**config.mk**
```make
export PLATFORM = sky130hd
export DESIGN_NAME = ring_code_monitor_flat
export DESIGN_NICKNAME = d
export VERILOG_FILES = /design/src/rtl/ring_code_monitor_pkg.sv /design/src/rtl/ring_code_monitor_if.sv /design/src/rtl/ring_code_monitor_onehot_to_bin.sv /design/src/rtl/ring_code_monitor.sv /design/src/flat_wrapper.sv
export SDC_FILE = /design/constraint.sdc
export NUM_CORES = 1
export LEC_CHECK = 0
export ABC_CLOCK_PERIOD_IN_PS = 2500
export BUFFER_PORTS_ARGS = -buffer_cell sky130_fd_sc_hd__buf_2
export CORE_UTILIZATION = 57
export DETAILED_ROUTE_END_ITERATION = 8
export PLACE_DENSITY = 0.93
export SYNTH_ARGS = -nofsm -noshare
export SYNTH_HDL_FRONTEND = slang
export SYNTH_SLANG_ARGS = --single-unit
```
**constraint.sdc**
```tcl
create_clock -name clk -period 2.5 [get_ports clk]
set_input_delay 0.125 -clock clk [delete_from_list [all_inputs] [get_ports clk]]
set_output_delay 0.125 -clock clk [all_outputs]
set_load 0.02 [all_outputs]
```
**src/rtl/ring_code_monitor_pkg.sv**
```systemverilog
// Shared definitions for the ring code monitor: FSM state encoding.
// Encoding ST_BAD is unreachable in normal operation and recovers to ST_IDLE.
package ring_code_monitor_pkg;

  typedef enum logic [1:0] {
    ST_IDLE = 2'd0,
    ST_ACQ  = 2'd1,
    ST_LOCK = 2'd2,
    ST_BAD  = 2'd3
  } state_e;

endpackage

```
**src/rtl/ring_code_monitor_if.sv**
```systemverilog
// Sample/result bundle between a ring code source and the ring code monitor.
interface ring_code_monitor_if #(
  parameter int WIDTH = 4,
  parameter int IDXW  = 2,
  parameter int ERRW  = 8
);

  logic             in_valid;
  logic [WIDTH-1:0] ring_in;
  logic [IDXW-1:0]  index;
  logic             index_valid;
  logic             onehot_err;
  logic             seq_err;
  logic             locked;
  logic [ERRW-1:0]  err_count;

  modport master (
    output in_valid, ring_in,
    input  index, index_valid, onehot_err, seq_err, locked, err_count
  );

  modport slave (
    input  in_valid, ring_in,
    output index, index_valid, onehot_err, seq_err, locked, err_count
  );

endinterface

```
**src/rtl/ring_code_monitor_onehot_to_bin.sv**
```systemverilog
// Combinational one-hot decoder: flags whether exactly one bit is set and
// returns the position of the set bit (meaningful only when is_onehot=1).
module onehot_to_bin #(
  parameter int WIDTH = 4,
  parameter int IDXW  = 2
) (
  input  logic [WIDTH-1:0] in,
  output logic [IDXW-1:0]  idx,
  output logic             is_onehot
);

  always_comb begin
    idx = '0;
    for (int i = 0; i < WIDTH; i++) begin
      if (in[i]) idx = idx | IDXW'(i);
    end
    // Non-zero with no second bit set: clearing the lowest set bit leaves zero.
    is_onehot = (in != '0) && ((in & (in - WIDTH'(1))) == '0);
  end

endmodule

```
**src/rtl/ring_code_monitor.sv**
```systemverilog
// Ring code checker/decoder: decodes each valid one-hot sample to an index,
// checks it is the rotate-left successor of the previous sample, tracks lock.
module ring_code_monitor
  import ring_code_monitor_pkg::*;
#(
  parameter int WIDTH    = 4,
  parameter int IDXW     = 2,
  parameter int LOCK_CNT = 3,
  parameter int ERRW     = 8,
  parameter bit HOLD_OK  = 1'b0
) (
  input  logic              clk,
  input  logic              override,
  ring_code_monitor_if.slave bus
);

  localparam int RUNW = (LOCK_CNT < 2) ? 1 : $clog2(LOCK_CNT + 1);
  localparam logic [RUNW-1:0] LOCK_RUN = RUNW'(LOCK_CNT);
  localparam logic [ERRW-1:0] ERR_MAX  = '1;

  state_e           state_q, state_d;
  logic [WIDTH-1:0] prev_q, prev_d;
  logic [RUNW-1:0]  run_q, run_d;
  logic [IDXW-1:0]  index_q, index_d;
  logic             index_valid_q, index_valid_d;
  logic             onehot_err_q, onehot_err_d;
  logic             seq_err_q, seq_err_d;
  logic             locked_q, locked_d;
  logic [ERRW-1:0]  err_count_q, err_count_d;

  logic [IDXW-1:0]  dec_idx;
  logic             dec_onehot;
  logic [RUNW-1:0]  run_inc;

  onehot_to_bin #(
    .WIDTH (WIDTH),
    .IDXW  (IDXW)
  ) u_dec (
    .in        (bus.ring_in),
    .idx       (dec_idx),
    .is_onehot (dec_onehot)
  );

  function automatic logic [WIDTH-1:0] succ(input logic [WIDTH-1:0] p);
    return {p[WIDTH-2:0], p[WIDTH-1]};
  endfunction

  function automatic logic [ERRW-1:0] sat_inc(input logic [ERRW-1:0] c);
    return (c == ERR_MAX) ? c : c + ERRW'(1);
  endfunction

  assign run_inc = run_q + RUNW'(1);

  always_comb begin
    state_d       = (state_q == ST_BAD) ? ST_IDLE : state_q;
    prev_d        = prev_q;
    run_d         = run_q;
    index_d       = index_q;
    index_valid_d = 1'b0;
    onehot_err_d  = 1'b0;
    seq_err_d     = 1'b0;
    err_count_d   = err_count_q;

    if (bus.in_valid) begin
      if (!dec_onehot) begin
        onehot_err_d = 1'b1;
        state_d      = ST_IDLE;
      end else begin
        index_valid_d = 1'b1;
        index_d       = dec_idx;
        if (state_q == ST_ACQ || state_q == ST_LOCK) begin
          if (bus.ring_in == succ(prev_q)) begin
            prev_d = bus.ring_in;
            if (state_q == ST_ACQ) begin
              run_d = run_inc;
              if (run_inc == LOCK_RUN) state_d = ST_LOCK;
            end
          end else if (!(HOLD_OK && bus.ring_in == prev_q)) begin
            // Any other one-hot code restarts acquisition from this sample.
            seq_err_d = 1'b1;
            prev_d    = bus.ring_in;
            run_d     = '0;
            state_d   = ST_ACQ;
          end
        end else begin
          prev_d  = bus.ring_in;
          run_d   = '0;
          state_d = ST_ACQ;
        end
      end
      if (onehot_err_d || seq_err_d) err_count_d = sat_inc(err_count_q);
    end

    locked_d = (state_d == ST_LOCK);
  end

  always_ff @(posedge clk) begin
    if (override) begin
      state_q       <= ST_IDLE;
      prev_q        <= '0;
      run_q         <= '0;
      index_q       <= '0;
      index_valid_q <= 1'b0;
      onehot_err_q  <= 1'b0;
      seq_err_q     <= 1'b0;
      locked_q      <= 1'b0;
      err_count_q   <= '0;
    end else begin
      state_q       <= state_d;
      prev_q        <= prev_d;
      run_q         <= run_d;
      index_q       <= index_d;
      index_valid_q <= index_valid_d;
      onehot_err_q  <= onehot_err_d;
      seq_err_q     <= seq_err_d;
      locked_q      <= locked_d;
      err_count_q   <= err_count_d;
    end
  end

  assign bus.index       = index_q;
  assign bus.index_valid = index_valid_q;
  assign bus.onehot_err  = onehot_err_q;
  assign bus.seq_err     = seq_err_q;
  assign bus.locked      = locked_q;
  assign bus.err_count   = err_count_q;

endmodule

```
**src/flat_wrapper.sv**
```systemverilog
// flat-port wrapper written by rule: the top's interface ports become plain ports
module ring_code_monitor_flat import ring_code_monitor_pkg::*;
#(
  parameter int WIDTH    = 4,
  parameter int IDXW     = 2,
  parameter int LOCK_CNT = 3,
  parameter int ERRW     = 8,
  parameter bit HOLD_OK  = 1'b0
)
  (clk, override, bus_in_valid, bus_ring_in, bus_index, bus_index_valid, bus_onehot_err, bus_seq_err, bus_locked, bus_err_count);
  ring_code_monitor_if #(.WIDTH(WIDTH), .IDXW(IDXW), .ERRW(ERRW)) bus_i ();
  input  logic clk;
  input  logic override;
  input wire logic [$bits(bus_i.in_valid)-1:0] bus_in_valid;
  input wire logic [$bits(bus_i.ring_in)-1:0] bus_ring_in;
  output wire logic [$bits(bus_i.index)-1:0] bus_index;
  output wire logic [$bits(bus_i.index_valid)-1:0] bus_index_valid;
  output wire logic [$bits(bus_i.onehot_err)-1:0] bus_onehot_err;
  output wire logic [$bits(bus_i.seq_err)-1:0] bus_seq_err;
  output wire logic [$bits(bus_i.locked)-1:0] bus_locked;
  output wire logic [$bits(bus_i.err_count)-1:0] bus_err_count;
  assign bus_i.in_valid = bus_in_valid;
  assign bus_i.ring_in = bus_ring_in;
  assign bus_index = bus_i.index;
  assign bus_index_valid = bus_i.index_valid;
  assign bus_onehot_err = bus_i.onehot_err;
  assign bus_seq_err = bus_i.seq_err;
  assign bus_locked = bus_i.locked;
  assign bus_err_count = bus_i.err_count;
  ring_code_monitor #(.WIDTH(WIDTH), .IDXW(IDXW), .LOCK_CNT(LOCK_CNT), .ERRW(ERRW), .HOLD_OK(HOLD_OK)) u_core (.clk(clk), .override(override), .bus(bus_i));
endmodule
```
# Word level (Yosys, flattened, before mapping)
# Cells that the tools add are included.
dict set report word_totals {
  in_bits 7
  word_cells 52
  output_inout_bits 14
  register_bits 22
}
dict set report classes {
  n_reduce_logical 9
  n_eq_ne 8
  n_addsub 3
  bitwise 3
  mux 20
}
# cell count
set op_table {}
lappend op_table {{two-way mux 2 bit} 12}
lappend op_table {{adder 8 x 1 -> 8 bit (second input constant)} 1}
lappend op_table {{== test 2 bit (second input constant)} 4}
lappend op_table {{== test 8 bit (second input constant)} 1}
lappend op_table {{two-way mux 1 bit} 8}
lappend op_table {{AND reduction 3 bit} 2}
lappend op_table {{AND 4 bit} 1}
lappend op_table {{== test 4 bit} 1}
lappend op_table {{zero test 4 bit} 1}
lappend op_table {{nonzero test 4 bit} 1}
lappend op_table {{subtractor 4 x 1 -> 4 bit (second input constant)} 1}
lappend op_table {{inequality test 3 x 2 -> 1 bit (second input constant)} 1}
lappend op_table {{adder 2 x 1 -> 2 bit (second input constant)} 1}
lappend op_table {{== test 2 x 1 -> 1 bit (second input constant)} 1}
lappend op_table {{logical OR 1 bit} 2}
lappend op_table {{inverter 1 bit} 2}
lappend op_table {{AND reduction 2 bit} 1}
lappend op_table {{OR reduction 2 bit} 1}
lappend op_table {{logical AND 1 bit} 1}

# Depth between registers and ports, before layout
# Gate-level depths: netlist (run 1).
dict set report depth {
  ltp_word 9
  ltp_mapped 7
  depth_no_buf 6
}

# By module
# From an unflattened synthesis (run 1), not the netlist that was laid out.
dict set report unflattened {
  cells_unflattened 126
  hier_area_um2 1089.8
}
# mod area_each_um2 cells_each seq_area_each_um2 instances
set modules_own_cells {}
lappend modules_own_cells {ring_code_monitor 1039.7 120 440.4 1}
lappend modules_own_cells {onehot_to_bin 50.0 6 0.0 1}

# Worst setup path after synthesis (run 1)
# OpenSTA, ideal clock, no wires.
dict set report synth_timing {
  path_kind {reg-to-reg}
  start {reg u_core.err_count_q[0] (netlist: u_core.bus.err_count[0])}
  end {reg u_core.err_count_q[7] (netlist: u_core.bus.err_count[7])}
  setup_time_ns 0.121
  path_buffers 0
  stages_incl_launch_ff 7
  setup_slack_ns 0.624
  required_time_ns 2.379
  arrival_ns 1.756
  period_less_slack_ns 1.876
  path_cell_list {dfxtp_1 ha_1 nand3_1 o21ai_0 a21oi_2 nand4_1 mux2_2}
}
dict set report synth_via {
  elab_chain_cells 3
  word_cells_on_any_way 4
  cone_classes {add/sub (1); eq/ne (1); bitwise (1); reduce/logical (1)}
}
# element line_no
set synth_lines {}
lappend synth_lines {{start, declared} ring_code_monitor.sv:29} ;# logic [ERRW-1:0] err_count_q, err_count_d;
lappend synth_lines {{start signal, assigned} ring_code_monitor.sv:117} ;# err_count_q <= err_count_d;
lappend synth_lines {{branches (longest 3 deep; another with adder 8 x 1 -> 8 bit)} --}
# Several ways; the timed one is not identified.
# A chain may end at the register's enable or synchronous reset.

# Final worst setup path (run 1)
# Same ends and word-level chain as after synthesis.

==> summary.txt, run 1 <==
Die
  • Die footprint: 2150 um2
  • Std-Cell Rows: 15
  • Horiz. Die Dim: 46.3 um
  • Core region area: 1780 um2
  • Die Span Y: 46.3 um
  • Top-level I/O count: 21
  • Starting Density: 0.628

Clocking
  • CTS tree: done
  • H-tree depth: 1
  • Resize count post-CTS: 0
  • Latest clock arrival within the worst-skew pair: 320 ps
  • CTS hold repair buffers: 0
  • Clock Path Buffers: 2
  • Clock Sinks: 22
  • Postcts setup bufs: 0
  • Worst-path clk slew: 130 ps
  • CTS root buffer: clkbuf_4
  • CTS Buf Count: 3

Drt
  • Pre-antenna DRT Iters: 4
  • Routed Antenna Nets: 0
  • Residual DRC: 0
  • WL/cell: 14.5 um
  • DRT iter0 DRCs: 26
  • Routed via count: 921
  • DRT Wirelength: 2340 um
  • Vias per cell: 5.69

Setup path
  • Reg2Reg Capture Point: u_core.bus.err_count[7]
  • Reg2Reg Setup Slack: 480 ps
  • Critical path class: reg -> reg
  • Worst-path maximum fanout: 5
  • Arr. time, crit path: 2250 ps
  • Startpoint types: flop
  • Critical Path Start: u_core.bus.err_count[0]
  • R2R Path Start: u_core.bus.err_count[0]
  • Crit path to: u_core.bus.err_count[7]
  • Critical path required time: 2730 ps
  • Nature of the critical path endpoint: flop
  • Reg2Reg Depth: 6

Timing
  • Setup violations, final: 0
  • Slew headroom: 0.598
  • Worst-case clock skew: 5.34 ps
  • Worst slew pin tran: 596 ps
  • Tcrit/Tclk final: 0.809
  • Setup TNS: 0 ps
  • Final hold vios: 0
  • Slew Limit Fails: 0
  • Crit path time final: 2020 ps
  • Worst hold slack: 94.2 ps
  • Setup repair after global routing missed its margin: no
  • Fmax: 494 MHz

Flow run
  • # Max-Cap Violations: 0

Yosys
  • Synth Register Bits: 22
  • Seq/Total Area, Yosys: 0.393
  • Syn. warnings: 0
  • Post-Synth Adder-Cell Area: 0.0559
  • Mux share of post-synthesis cell area: 0.0291
  • Xor/xnor share of the synthesized area: 0.0704
  • Synth Area in Compound Gates: 0.185
  • Unique cell type count in the Yosys netlist: 38
  • Syn Std Cell Area: 1120 um2
  • Avg Cell Area, Syn: 9.41 um2
  • Largest family of logic cells by synthesized area: simple AND/OR/NAND/NOR gates
  • Post-synthesis simple-gate area fraction: 0.218
  • Post-Synthesis Cells: 119
  • Syn Nets: 131

Placement
  • Cells after DPL: 158
  • Final HPWL DP: 1650 um
  • Port Buffers: 20
  • Gpl congestion: 0.846

GRT
  • Vias in the first global route: 890
  • Gr ovfl total: 0
  • Largest net degree at the start of global routing: 27
  • Initial antenna violation count: 0
  • Gr usage total: 0.258
  • First-pass GRT wire length: 3840 um

Status
  • Status: finished, final reports clean

Pwr
  • Pwr Density: 589 nW/um2
  • Maximum vdd ir drop: 0.000469 V
  • LEAKAGE: 0.000481 uW

Cells and area
  • Ant. Diodes: 0
  • Leading cell types in the layout, fill and taps excluded: dfxtp_1 (22), buf_2 (20), nor2_1 (13), nand2_1 (10), xnor2_1 (9)
  • Commonest non-fill, non-tap cell in the layout: dfxtp_1
  • Layout cells sized above 1: 0.263
  • Area growth syn-to-layout: 13.6%
  • Nets: 150
  • Final cell count without fillers: 162

Worst hold path
  • Worst min path class: in -> reg
## critical path: stages, from the launching register on
cell and delay [ps]:
dfxtp_1 430, ha_1 190, nand3_1 130, o21ai_0 530, a21oi_2 140, nand4_1 170
mux2_2 340
## flip-flops by register name (all words and copies together) (netlist names)
register	flops
u_core.bus.index_valid	1
u_core.bus.onehot_err	1
u_core.state_q	2
u_core.bus.seq_err	1
u_core.bus.locked	1
u_core.run_q	2
u_core.bus.err_count	8
u_core.bus.index	2
u_core.prev_q	4
## through the flow
step / setup slack (ps) / utilization / total power, uW / area (um2)
2_1_floorplan: 624 / - / 449 / 1120
3_3_place_gp: 660 / 0.684 / 469 / 1220
3_5_place_dp: 537 / 0.684 / 474 / 1220
4_1_cts: 509 / 0.714 / 748 / 1270
5_1_grt: 302 / 0.714 / 770 / 1270
6_report: 476 / 0.714 / 750 / 1270
## cells in the mapped netlist
cell       instances  share of area
o311ai_0           1         0.0078
nand3_4            1          0.016
buf_1              2         0.0067
buf_6              1          0.010
nor3_1             3          0.013
a21oi_1            5          0.022
o311ai_4           1          0.023
nor2b_1            2          0.011
o22a_1             1         0.0078
mux2_2             2          0.020
or4b_1             1         0.0089
clkbuf_1           2         0.0067
a211oi_2           2          0.022
nor3b_1            1         0.0067
nand4_1            3          0.017
o21ai_0            1         0.0045
o31ai_2            2          0.022
a2111oi_2          1          0.013
and2_1             2          0.011
nand2_2            1         0.0056
a21o_1             1         0.0067
buf_2              1         0.0045
nand2_1           10          0.034
nand3_1            4          0.018
nor2_1            13          0.044
dfxtp_1           22           0.39
ha_1               5          0.056
a21boi_0           1         0.0067
mux2i_1            1         0.0089
a31oi_1            2          0.011
or4b_4             1          0.012
a211oi_1           3          0.020
a21oi_2            1         0.0078
xnor2_1            9          0.070
a41o_1             1         0.0089
nand3b_1           2          0.013
and4_1             1         0.0078
inv_1              6          0.020
## worst min-delay path by stage
| stage | start | end | slack [ps] | cells after the start |
|---|---|---|---|---|
| final | bus_ring_in[0] | u_core.prev_q[0] | 90 | 3 |
| after global routing | bus_ring_in[2] | u_core.prev_q[2] | 110 | 3 |
| after CTS | bus_ring_in[2] | u_core.prev_q[2] | 100 | 3 |
| after detailed placement | bus_ring_in[2] | u_core.prev_q[2] | 440 | 3 |
| after global placement | bus_ring_in[0] | u_core.prev_q[0] | 440 | 3 |
| after floorplan | bus_ring_in[0] | u_core.prev_q[0] | 260 | 2 |
## report_power, final
part | internal [uW] | leakage, uW | switching (uW)
registers | 362 | 0.000178 | 9.09
clock network | 162 | 0.0000279 | 119
logic | 35.0 | 0.000274 | 62.7
## final cells by class
| type | count | area, um2 |
|---|---|---|
| inverter | 6 | 22.5 |
| fill | 138 | 510 |
| sequential | 22 | 440 |
| multi-input combinational | 85 | 626 |
| clock inverter | 1 | 30.0 |
| timing repair buffer | 20 | 100 |
| tap | 25 | 31.3 |
| clock buffer | 3 | 22.5 |
## layer usage
metal,part of all wire,track usage,routed length [um]
met1,0.46,0.338,1090
met2,0.48,0.383,1120
met3,0.039,0.0745,92
met5,0,0,0
met4,0.020,0.124,48
## kinds of logic after synthesis
logic type                 after synthesis
and+or+nand+nor                         45
buffers and inverters                   12
muxes                                    3
DFF                                     22
adders and majority gates                5
AOI/OAI and AO/OA                       23
xor gates and xnor gates                 9
(Power assumes the default switching activity.)
==> inputs of run 2 (changes only) <==
--- a/config.mk
+++ b/config.mk
@@ -5,11 +5,12 @@
 export SDC_FILE = /design/constraint.sdc
 export NUM_CORES = 1
 export LEC_CHECK = 0
-export ABC_CLOCK_PERIOD_IN_PS = 2500
+export ABC_AREA = 1
+export ABC_CLOCK_PERIOD_IN_PS = 1700
 export BUFFER_PORTS_ARGS = -buffer_cell sky130_fd_sc_hd__buf_2
-export CORE_UTILIZATION = 57
+export CORE_UTILIZATION = 49
 export DETAILED_ROUTE_END_ITERATION = 8
-export PLACE_DENSITY = 0.93
+export PLACE_DENSITY = 0.85
 export SYNTH_ARGS = -nofsm -noshare
 export SYNTH_HDL_FRONTEND = slang
 export SYNTH_SLANG_ARGS = --single-unit
==> constraint.sdc (replaced) <==
create_clock -name clk -period 1.7 [get_ports clk]
set_input_delay 0.085 -clock clk [delete_from_list [all_inputs] [get_ports clk]]
set_output_delay 0.085 -clock clk [all_outputs]
set_load 0.02 [all_outputs]
==> summary.txt, run 2 <==
Pwr
  • Maximum vdd ir drop: 0.000506 V (+7.8%)
  • Final Power: 1030 uW (+38%)
  • Pwr Density: 736 nW/um2 (+25%)
  • LEAKAGE: 0.000640 uW (+33%)

Placement
  • Gpl congestion: 0.820 (-3.1%)
  • Final HPWL DP: 1860 um (+13%)
  • Placed cell areas: 1370 um2 (+12%)
  • Cells after DPL: 212 (+34%)
  • Port Buffers: 20 (unchanged)

GRT
  • Vias in the first global route: 1082 (+22%)
  • First-pass GRT wire length: 4310 um (+12%)
  • Largest net degree at the start of global routing: 15 (-44%)
  • Gr ovfl total: 0 (unchanged)
  • Gr usage total: 0.216 (-0.0414)
  • Initial antenna violation count: 0 (unchanged)

Yosys
  • Synth area leaders: dfxtp_1 (36%), nand2_1 (15%), ha_1 (5.1%)
  • Post-synthesis simple-gate area fraction: 0.387 (+0.169)
  • Syn. warnings: 0 (unchanged)
  • Most frequent cell after synthesis: nand2_1
  • Post-synth EDFFs: 0 (unchanged)
  • Dominant cell type by area after synthesis: dfxtp_1
  • Synth top area share: 0.356 (-0.0370)
  • Syn Nets: 177 (+35%)
  • Largest family of logic cells by synthesized area: simple AND/OR/NAND/NOR gates
  • Synth Area in Compound Gates: 0.106 (-0.0792)
  • Mux share of post-synthesis cell area: 0 (-0.0291)
  • Top_reg_cell synth: dfxtp_1
  • Post-Synthesis Cells: 165 (+39%)
  • Top post-synthesis cells by count: nand2_1 (48), dfxtp_1 (22), inv_1 (16)
  • Unique cell type count in the Yosys netlist: 26 (-32%)
  • Xor/xnor share of the synthesized area: 0.0283 (-0.0421)
  • Seq/Total Area, Yosys: 0.356 (-0.0370)
  • Syn Std Cell Area: 1240 um2 (+10%)
  • Post-synthesis async set-or-reset flop share: 0 (unchanged)
  • Synth Register Bits: 22 (unchanged)
  • Avg Cell Area, Syn: 7.49 um2 (-20%)
  • Post-Synth Adder-Cell Area: 0.0506 (-0.00526)

Setup path
  • Critical path required time: 1960 ps (-770 ps)
  • Startpoint types: flop
  • Arr. time, crit path: 1730 ps (-520 ps)
  • Critical path class: reg -> reg
  • Worst-path maximum fanout: 10 (+5)
  • Nature of the critical path endpoint: flop

Status
  • Status: finished, final reports clean

Timing
  • Slew Limit Fails: 0 (unchanged)
  • Crit path time final: 1470 ps (-557 ps)
  • Setup violations, final: 0 (unchanged)
  • Slew headroom: 0.773 (+0.175)
  • Worst slew pin tran: 339 ps (-257 ps)
  • Final hold vios: 0 (unchanged)
  • Tcrit/Tclk final: 0.863 (+0.0533)
  • Fmax: 682 MHz (+38%)
  • Setup repair after global routing missed its margin: no
  • Setup TNS: 0 ps (unchanged)
  • Worst-case clock skew: 2.74 ps (-2.60 ps)

Clocking
  • Clock Path Buffers: 2 (unchanged)
  • Postcts setup bufs: 0 (unchanged)
  • CTS root buffer: clkbuf_4
  • H-tree depth: 1 (unchanged)
  • CTS Buf Count: 3 (unchanged)
  • Clock Sinks: 22 (unchanged)
  • Worst-path clk slew: 130 ps (about the same)
  • Latest clock arrival within the worst-skew pair: 310 ps (about the same)
  • Resize count post-CTS: 0 (unchanged)
  • CTS hold repair buffers: 0 (unchanged)
  • CTS tree: done

Drt
  • DRT Wirelength: 2510 um (+7.1%)
  • Routed via count: 1113 (+21%)
  • DRT iter0 DRCs: 22 (-15%)
  • Pre-antenna DRT Iters: 4 (unchanged)
  • Routed Antenna Nets: 0 (unchanged)
  • Vias per cell: 5.15 (-9.4%)
  • WL/cell: 11.6 um (-20%)
  • Residual DRC: 0 (unchanged)

Cells and area
  • Leading cell types in the layout, fill and taps excluded: nand2_1 (48), dfxtp_1 (22), buf_2 (20), inv_1 (16)
  • Flip-flop count of the largest register after layout: 8 (unchanged)
  • Area growth syn-to-layout: 13.6% (about the same)
  • Nets: 201 (+34%)
  • Final cell count without fillers: 216 (+33%)
  • Ant. Diodes: 0 (unchanged)
  • Commonest non-fill, non-tap cell in the layout: nand2_1
  • Final Instance Area: 1400 um2 (+10%)
  • Layout cells sized above 1: 0.298 (+0.0351)

Die
  • Core region area: 2300 um2 (+29%)
  • Horiz. Die Dim: 52.2 um (+13%)
  • Std-Cell Rows: 17 (+2)
  • Die Span Y: 52.2 um (+13%)
  • Top-level I/O count: 21 (unchanged)
  • Die footprint: 2730 um2 (+27%)
  • Starting Density: 0.538 (-0.0899)

Flow run
  • # Max-Cap Violations: 0 (unchanged)

Worst hold path
  • Worst min path class: in -> reg
[run 2: report_power, final]
group          total (uW)  internal [uW]  switching [uW]
Clock                 303            131             172
Combinational         181           59.7             122
Sequential            549            535            13.5
[run 2: cell type report]
cell class	count	area, um2
inverter	22	85.1
fill	216	893
tap	28	35.0
sequential	22	440
clock buffer	4	36.3
timing repair buffer	20	100
multi-input combinational	120	707
[run 2: logic make-up after synthesis]
logic type               Yosys count
buffers and inverters             23
XOR/XNOR                           4
flip-flops                        22
AND/OR/NAND/NOR                   89
adder cells (fa/ha/maj)            5
AO/OA/AOI/OAI                     22
[run 2: critical path, cell delays in order, from the launching register on]
cell and delay [ps]:
dfxtp_1 380, ha_1 280, nand3_2 130, nor2_4 50, nor2_4 260, nand3_1 150, a21oi_2 150
[run 2: through the flow]
stage / util / setup WS, ps / hold WS, ps
after floorplan: - / 310 / 147
after global placement: 0.595 / 332 / 399
after detailed placement: 0.595 / 265 / 406
after CTS: 0.611 / 227 / 55.2
after global routing: 0.611 / 114 / 57.2
final: 0.611 / 233 / 63.9
[run 2: final timing paths]
check | start | slack [ps] | depth (start not counted) | end
min reg2reg | u_core.prev_q[0] | 480 | 2 | u_core.prev_q[0]
max reg2reg | u_core.bus.err_count[0] | 230 | 6 | u_core.bus.err_count[2]
max | u_core.bus.err_count[0] | 230 | 6 | u_core.bus.err_count[2]
min | bus_ring_in[2] | 60 | 3 | u_core.bus.index[1]
[run 2: layer usage]
metal,track usage,up-vias,wire length [um]
met3,0.0319,8,140
met4,0.123,0,50
met5,0,-,0
li1,-,574,-
met1,0.253,496,1070
met2,0.374,35,1250
==> inputs of run 3 (changes only) <==
--- a/config.mk
+++ b/config.mk
@@ -9,6 +9,7 @@
 export ABC_CLOCK_PERIOD_IN_PS = 1700
 export BUFFER_PORTS_ARGS = -buffer_cell sky130_fd_sc_hd__buf_2
 export CORE_UTILIZATION = 49
+export CTS_BUF_LIST = sky130_fd_sc_hd__clkbuf_16
 export DETAILED_ROUTE_END_ITERATION = 8
 export PLACE_DENSITY = 0.85
 export SYNTH_ARGS = -nofsm -noshare
==> summary.txt, run 3 (synthesized netlist as in run 2, its figures left out) <==
Flow run
  • # Max-Cap Violations: 0 (unchanged)

Die
  • Die Span Y: 52.2 um (unchanged)
  • Starting Density: 0.538 (unchanged)
  • Core region area: 2300 um2 (unchanged)
  • Std-Cell Rows: 17 (unchanged)
  • Top-level I/O count: 21 (unchanged)
  • Horiz. Die Dim: 52.2 um (unchanged)
  • Die footprint: 2730 um2 (unchanged)

Cells and area
  • Leading cell types in the layout, fill and taps excluded: nand2_1 (48), dfxtp_1 (22), buf_2 (20), inv_1 (16)
  • Ant. Diodes: 0 (unchanged)
  • Commonest non-fill, non-tap cell in the layout: nand2_1
  • Layout filler cell count: 210 (-2.8%)
  • Final cell count without fillers: 216 (unchanged)
  • Layout cells sized above 1: 0.293 (-0.00532)
  • Nets: 201 (unchanged)
  • Area occupied by multi-input gates: 707 um2 (unchanged)
  • Flip-flop count of the largest register after layout: 8 (unchanged)
  • Area growth syn-to-layout: 17.0%
  • Sequential cell area: 440 um2 (unchanged)

Clocking
  • Resize count post-CTS: 0 (unchanged)
  • Clock Path Buffers: 2 (unchanged)
  • Latest clock arrival within the worst-skew pair: 250 ps (-60 ps)
  • Postcts setup bufs: 0 (unchanged)
  • H-tree depth: 1 (unchanged)
  • Worst-path clk slew: 60 ps (-70 ps)
  • Clock Sinks: 22 (unchanged)
  • CTS tree: done
  • CTS hold repair buffers: 0 (unchanged)
  • CTS Buf Count: 3 (unchanged)
  • CTS root buffer: clkbuf_16

GRT
  • First-pass GRT wire length: 4240 um (-1.4%)
  • Vias in the first global route: 1061 (-1.9%)
  • Gr ovfl total: 0 (unchanged)
  • Gr usage total: 0.215 (-0.00183)
  • Initial antenna violation count: 0 (unchanged)
  • Largest net degree at the start of global routing: 15 (unchanged)

Drt
  • Pre-antenna DRT Iters: 4 (unchanged)
  • WL/cell: 11.9 um (+2.1%)
  • Vias per cell: 5.15 (about the same)
  • Residual DRC: 0 (unchanged)
  • DRT Wirelength: 2560 um (+2.1%)
  • Routed via count: 1112 (-0.090%)
  • Routed Antenna Nets: 0 (unchanged)
  • DRT iter0 DRCs: 27 (+23%)

Placement
  • Gpl congestion: 0.820 (unchanged)
  • Port Buffers: 20 (unchanged)
  • Final HPWL DP: 1860 um (unchanged)
  • Cells after DPL: 212 (unchanged)

Timing
  • Tcrit/Tclk final: 0.865 (+0.00181)
  • Setup repair after global routing missed its margin: no
  • Worst-case clock skew: 1.20 ps (-1.55 ps)
  • Fmax: 680 MHz (-0.21%)
  • Final hold vios: 0 (unchanged)
  • Setup TNS: 0 ps (unchanged)
  • Slew headroom: 0.778 (+0.00440)
  • Worst slew pin tran: 333 ps (-6.60 ps)
  • Slew Limit Fails: 0 (unchanged)
  • Setup violations, final: 0 (unchanged)
  • Crit path time final: 1470 ps (+3.07 ps)

Worst hold path
  • Worst min path class: in -> reg
  • Worst Hold Depth: 3 (unchanged)

Pwr
  • Pwr Density: 855 nW/um2 (+16%)
  • LEAKAGE: 0.000657 uW (+2.7%)
  • Maximum vdd ir drop: 0.000617 V (+22%)

Setup path
  • Arr. time, crit path: 1660 ps (-70 ps)
  • Worst-path maximum fanout: 10 (unchanged)
  • Critical path class: reg -> reg
  • Nature of the critical path endpoint: flop
  • Startpoint types: flop
  • Reg2Reg Depth: 6 (unchanged)
  • Critical path required time: 1890 ps (-70 ps)

Status
  • Status: finished, final reports clean
## run 3: changes by cell type in the layout (fill, tap and decap cells not counted)
cell and change:
clkinv_1 +1, clkbuf_8 -1, clkbuf_16 +3, clkbuf_4 -3
## run 3: worst paths after layout
path / end / from / slack, ps
min reg2reg: u_core.prev_q[0] / u_core.prev_q[0] / 470
max: u_core.bus.err_count[2] / u_core.bus.err_count[0] / 230
min: u_core.bus.index[1] / bus_ring_in[2] / 140
max reg2reg: u_core.bus.err_count[2] / u_core.bus.err_count[0] / 230
## run 3: through the flow
stage               area, um2  hold WS [ps]  worst slack, ps   util  power [uW]
CTS                      1450           140              243  0.630        1240
floorplan                1240           147              310      -         692
finish                   1450           140              230  0.630        1240
global route             1450           147              133  0.630        1290
global placement         1370           399              332  0.595         734
detailed placement       1370           406              265  0.595         740
## run 3: layer usage
metal | GRT usage | wire length (um) | vias to the layer above
met2 | 0.359 | 1240 | 24
met4 | 0.114 | 44 | 0
met5 | 0 | 0 | -
met1 | 0.253 | 1180 | 511
met3 | 0.0493 | 104 | 6
li1 | - | - | 571
## run 3: layout make-up
type / instances / area share
flip-flops and latches: 22 / 0.304
clock buffers: 3 / 0.0519
multi-input cells: 120 / 0.489
repair buffers: 20 / 0.0692
clock inverters: 1 / 0.00260
inverters: 22 / 0.0588
well taps: 28 / 0.0242
## run 3: worst max-delay path: stages (launching register included)
cell and delay (ps):
dfxtp_1 360, ha_1 290, nand3_2 130, nor2_4 50
nor2_4 270, nand3_1 160, a21oi_2 160
## run 3: power by group
| part | switching (uW) | leakage [uW] | internal (uW) | total [uW] |
|---|---|---|---|---|
| registers | 13.4 | 0.000179 | 535 | 549 |
| clock network | 192 | 0.0000385 | 314 | 507 |
| logic | 122 | 0.000440 | 59.7 | 182 |
